$ cat src/rtl/io_timer.sv
// io_timer: two-channel down-counting timer/counter on the Minisys I/O bus.
// Each channel counts from a programmed INIT value using either the CPU clock
// or synchronized rising edges on cnt_in[n]. Terminal count sets a sticky
// DONE flag (read-to-clear) and emits a registered one-cycle pulse.
module io_timer #(
    parameter int WIDTH       = 16,
    parameter int SYNC_STAGES = 2
) (
    input  logic             clock,
    input  logic             reset,
    input  logic             ioread,
    input  logic             iowrite,
    input  logic             timerctrl,
    input  logic [2:0]       address,
    input  logic [WIDTH-1:0] write_data,
    input  logic [1:0]       cnt_in,
    output logic [WIDTH-1:0] read_data,
    output logic [1:0]       pulse_out
);

    logic             wr;
    logic             rd;
    logic [1:0]       sel;
    logic             unused_addr0;

    logic [1:0][WIDTH-1:0] status_v;
    logic [1:0][WIDTH-1:0] count_v;

    assign wr  = timerctrl & iowrite;
    assign rd  = timerctrl & ioread;
    assign sel = address[2:1];
    // Byte lane bit carries no register information.
    assign unused_addr0 = address[0];

    for (genvar ch = 0; ch < 2; ch++) begin : g_ch
        logic [SYNC_STAGES-1:0] sync;
        logic                   prev;
        logic                   src;
        logic                   rpt;
        logic                   run;
        logic                   done;
        logic                   pulse;
        logic [WIDTH-1:0]       init;
        logic [WIDTH-1:0]       count;

        logic mode_wr;
        logic init_wr;
        logic stat_rd;
        logic rise;
        logic tick;
        logic term;

        assign mode_wr = wr && (sel == 2'(ch));
        assign init_wr = wr && (sel == 2'(ch + 2));
        assign stat_rd = rd && (sel == 2'(ch));
        assign rise    = sync[SYNC_STAGES-1] & ~prev;
        // A register write to this channel swallows any tick in the same cycle.
        assign tick    = run & (src ? rise : 1'b1) & ~mode_wr & ~init_wr;
        assign term    = tick && (count == WIDTH'(1));

        // Synchronizer and edge history run regardless of RUN, so edges seen
        // while stopped are simply dropped rather than counted later.
        always_ff @(posedge clock or posedge reset) begin
            if (reset) begin
                sync <= '0;
                prev <= 1'b0;
            end else begin
                sync <= {sync[SYNC_STAGES-2:0], cnt_in[ch]};
                prev <= sync[SYNC_STAGES-1];
            end
        end

        // Channel registers: writes first, then counting, then DONE priority
        // (INIT write clears, terminal sets, STATUS read clears).
        always_ff @(posedge clock or posedge reset) begin
            if (reset) begin
                src   <= 1'b0;
                rpt   <= 1'b0;
                run   <= 1'b0;
                done  <= 1'b0;
                pulse <= 1'b0;
                init  <= '0;
                count <= '0;
            end else begin
                pulse <= term;
                if (mode_wr) begin
                    src <= write_data[0];
                    rpt <= write_data[1];
                    run <= 1'b0;
                end
                if (init_wr) begin
                    init  <= write_data;
                    count <= write_data;
                    run   <= |write_data;
                end
                if (tick) begin
                    if (term) begin
                        count <= rpt ? init : '0;
                        run   <= rpt;
                    end else begin
                        count <= count - 1'b1;
                    end
                end
                if (init_wr)
                    done <= 1'b0;
                else if (term)
                    done <= 1'b1;
                else if (stat_rd)
                    done <= 1'b0;
            end
        end

        assign status_v[ch]  = {run, {(WIDTH-2){1'b0}}, done};
        assign count_v[ch]   = count;
        assign pulse_out[ch] = pulse;
    end

    // Shared read mux; idle bus reads as zero.
    always_comb begin
        read_data = '0;
        if (rd) begin
            case (sel)
                2'd0:    read_data = status_v[0];
                2'd1:    read_data = status_v[1];
                2'd2:    read_data = count_v[0];
                default: read_data = count_v[1];
            endcase
        end
    end

endmodule

$ cat config.mk
export PLATFORM = sky130hd
export DESIGN_NAME = io_timer
export DESIGN_NICKNAME = d
export VERILOG_FILES = /design/src/rtl/io_timer.sv
export SDC_FILE = /design/constraint.sdc
export NUM_CORES = 1
export LEC_CHECK = 0
export ABC_AREA = 1
export ABC_CLOCK_PERIOD_IN_PS = 2930
export BUFFER_PORTS_ARGS = -buffer_cell sky130_fd_sc_hd__buf_2
export CAP_MARGIN = 25
export CORE_MARGIN = 1.5
export CORE_UTILIZATION = 40
export CTS_BUF_LIST = sky130_fd_sc_hd__clkbuf_8
export CTS_CLUSTER_SIZE = 30
export DETAILED_ROUTE_END_ITERATION = 10
export GPL_ROUTABILITY_DRIVEN = 0
export PLACE_DENSITY = 0.61
export REMOVE_ABC_BUFFERS = 1
export SLEW_MARGIN = 40
export SYNTH_ARGS = -nofsm -noshare
export SYNTH_HDL_FRONTEND = slang
export SYNTH_SLANG_ARGS = --single-unit
$ cat constraint.sdc
create_clock -name clock -period 2.93 [get_ports clock]
set_input_delay 0.586 -clock clock [delete_from_list [all_inputs] [get_ports clock]]
set_output_delay 0.586 -clock clock [all_outputs]
set_load 0.02 [all_outputs]
==> summary.md <==
| Metric | Value |
|---|---|
| Synth Warn # | `0` |
| CP max FO | `14` |
| Detail Route Antenna Nets | `0` |
| Vias per cell | `just under 5` |
| Slew HR | `between 50% and 60%` |
| Routed WL | `roughly 14000 um` |
| Detailed placement HPWL | `10400 um` |
| Remaining global-route overflow | `0` |
| Clock sinks | `80` |
| Die X | `115 um` |
| Path depth of the worst reg2reg path | `10` |
| Syn_area_per_cell | `roughly 6.6 sq um` |
| Final Hold Viols | `0` |
| Critical Path AT | `1.80 ns` |
| Seq/Total Area, Yosys | `approximately 40%` |
| Top Usage Layer GRT | `met2` |
| GR Util met3 | `5.80%` |
| # setup viols final | `0` |
| Pwr Density | `834 mW/mm^2` |
| Max VDD drop | `around 0.44 mV` |
| DRT iter0 DRCs | `310` |
| DRC Markers | `0` |
| Port-buffer cells | `between 40 and 50` |
| Post-CTS resize count | `0` |
| Area growth, synth to finish | `11.8%` |
| CP startpoint kind | `input pin` |
| Sum Neg Setup Slack | `0 ns` |
| Largest net degree at the start of global routing | `34` |
| Netlist cell types | `30` |
| CTS tree | `done` |
| Total GRT Usage | `roughly 23%` |
| Post-route insts no fill | `a little under 1k` |
| CTS Root Cell | `clkbuf_8` |
| Global-route wire length before repair | `around 23000 um` |
| Placed Cells | `roughly 950` |
| Worst path cell trace | `buf_2 -> inv_1 -> nand2_1 -> inv_1 -> nand2_1 -> a21oi_1 -> buf_2` |
| Core area | `0.0121 sq mm` |
| Routing usage on met1 | `between 20% and 30%` |
| FP Rows | `40` |
| Slowest stage delay, CP | `0.33 ns` |
| Cell area after synthesis | `0.00499 sq mm` |
| Crit path kind | `input pin to primary output` |
| Outcome | `complete, no violations` |
| NumNets Final | `819` |
| Area of the multi-input gates | `0.00252 sq mm` |
| Worst Hold Class | `input pin to async pin` |
| Final period util | `between 80 and 90%` |
| Clk_lat worst skew | `0.39 ns` |
| Num CTS Buffers | `9` |
| Die ar. | `between 0.01 and 0.015 sq mm` |
| Fillers | `1274` |
| Final Skew | `0.00961 ns` |
| Fmax | `0.418 GHz` |
| Tmin final | `2.39 ns` |
| Detailed-router iteration count before antenna repair | `7` |
| Hold-fix buffers, CTS | `0` |
| Via Count | `4718` |
| Met2 usage | `40.1%` |
| Least-Margin Pin Slew | `0.695 ns` |
| H-tree depth | `3` |
| Wirelength per Cell | `14.5 um` |
| Die Y | `~110 um` |
| R2r setup slk | `0.79 ns` |
| Max cap viols | `0` |
| Ports | `44` |
| Worst-path clk slew | `0.09 ns` |
| Critical Path RT | `roughly 2.3 ns` |
| Max clock buf depth | `2` |
| Pleak | `~3.0 nW` |
| RSZ-0062 raised after global routing | `false` |
| Post-Syn Instances | `751` |
| Starting Density | `41.2%` |
| Initial antenna violation count | `0` |
| Yosys reg bits | `80` |
| Max-slew violations | `0` |
| Crit-path slowest cell | `inv_1` |
| Worst Setup End Kind | `primary output` |
| Share of cells above drive strength 1 | `between 10 and 15%` |
| Vias in the first global route | `4615` |
| Reg area | `between 0.002 and 0.0025 sq mm` |
| Post-CTS Setup Inserts | `0` |
| Diode count | `0` |
worst paths after layout:
path	from	to
min reg2reg	g_ch[1].sync[0]	g_ch[1].sync[1]
max in group asynchronous	reset	g_ch[1].pulse
min	reset	g_ch[0].done
min in group clock	cnt_in[0]	g_ch[0].sync[0]
max	address[1]	read_data[6]
max reg2reg	g_ch[1].count[1]	g_ch[1].count[10]
power breakdown:
part           internal, mW  leakage [nW]  switching [mW]  total, mW
clock                 0.498         0.112           0.425      0.923
combinational         0.672          1.90            1.24       1.91
sequential             1.41          1.01           0.407       1.82
total                  2.58          3.02            2.07       4.66
cells in the final DEF (no fill, tap or decap):
| master | count |
|---|---|
| nand3b_1 | 17 |
| nand2_2 | 3 |
| nor2_8 | 2 |
| ha_1 | 4 |
| nor4_1 | 1 |
| nand3_4 | 2 |
| inv_1 | 73 |
| nor2_4 | 1 |
| nand3_1 | 38 |
| buf_12 | 1 |
| nand2_1 | 322 |
| buf_2 | 42 |
| a21oi_1 | 24 |
| dfrtp_1 | 80 |
| o21ai_0 | 31 |
| clkinvlp_4 | 1 |
| a221oi_1 | 1 |
| bufinv_16 | 2 |
| a21boi_0 | 1 |
| buf_4 | 7 |
| o21bai_1 | 1 |
| nor2_1 | 64 |
| nand4_1 | 5 |
| o22ai_1 | 5 |
| clkbuf_8 | 10 |
| nand2_4 | 1 |
| nor2_2 | 6 |
| o21ai_1 | 11 |
| clkinv_2 | 4 |
| nor3_1 | 3 |
| xor2_1 | 12 |
| o211ai_1 | 1 |
| inv_2 | 18 |
stage by stage:
step                      area, sq um  worst slack [ns]  hold WS [ns]  util (%)  power, mW
after CTS                        5580             0.573         0.274      46.1       4.66
after detailed placement         5360             0.503         0.345      44.3       3.72
final                            5580             0.540         0.250      46.1       4.66
after global placement           5360             0.525         0.334      44.3       3.67
after floorplan                  4870             0.292         0.331         -       3.19
after global routing             5580             0.420         0.281      46.1       5.07
worst max-delay path: cells and delay by family:
| kind | cells | cell delay (ns) |
|---|---|---|
| buf+inv | 4 | 0.76 |
| simple gates | 2 | 0.23 |
| compound gates | 1 | 0.23 |
final cells by class:
class                      instances  share of cell area (%)
sequential                        80                    35.9
inverter                          92                    6.21
clock buffer                      10                    2.47
timing repair buffer              50                    5.06
multi-input combinational        556                    45.2
tap                              168                    3.77
clock inverter                     6                    1.48
routing by layer:
layer	share of wire, %	wire length (um)
met2	50	6970
met5	0	0
met3	4.2	581
met1	44	6110
met4	2.0	280
flip-flops by register name (all words and copies together), names as in the netlist:
| register | count |
|---|---|
| g_ch.rpt | 2 |
| g_ch.pulse | 2 |
| g_ch.src | 2 |
| g_ch.sync | 4 |
| g_ch.done | 2 |
| g_ch.prev | 2 |
| g_ch.count | 32 |
| g_ch.init | 32 |
| g_ch.run | 2 |
cell usage after synthesis:
master / instances / area [sq um]
nand2_1: 322 / 1210
dfrtp_1: 80 / 2000
inv_1: 74 / 278
nor2_1: 64 / 240
nand3_1: 38 / 190
o21ai_0: 31 / 155
a21oi_1: 24 / 120
inv_2: 18 / 67.6
nand3b_1: 17 / 128
xor2_1: 12 / 105
o21ai_1: 11 / 55.1
buf_2: 10 / 50.1
clkbuf_1: 7 / 26.3
nor2_2: 6 / 37.5
buf_4: 5 / 37.5
nand4_1: 5 / 31.3
o22ai_1: 5 / 31.3
ha_1: 4 / 50.1
nand2_2: 3 / 18.8
nor3_1: 3 / 15.0
nand3_4: 2 / 35.0
nor2_8: 2 / 40.0
a21boi_0: 1 / 7.51
a221oi_1: 1 / 8.76
buf_6: 1 / 11.3
nand2_4: 1 / 11.3
nor2_4: 1 / 11.3
nor4_1: 1 / 6.26
o211ai_1: 1 / 7.51
o21bai_1: 1 / 7.51
kinds of logic after synthesis:
family	count (synthesis)	synth area share (%)
and+or+nand+nor	465	39.5
buffers and inverters	115	9.42
DFF	80	40.1
adders and majority gates	4	1.00
AOI/OAI and AO/OA	75	7.87
xor gates and xnor gates	12	2.10
Note: power is estimated with default switching activity, not from simulation.
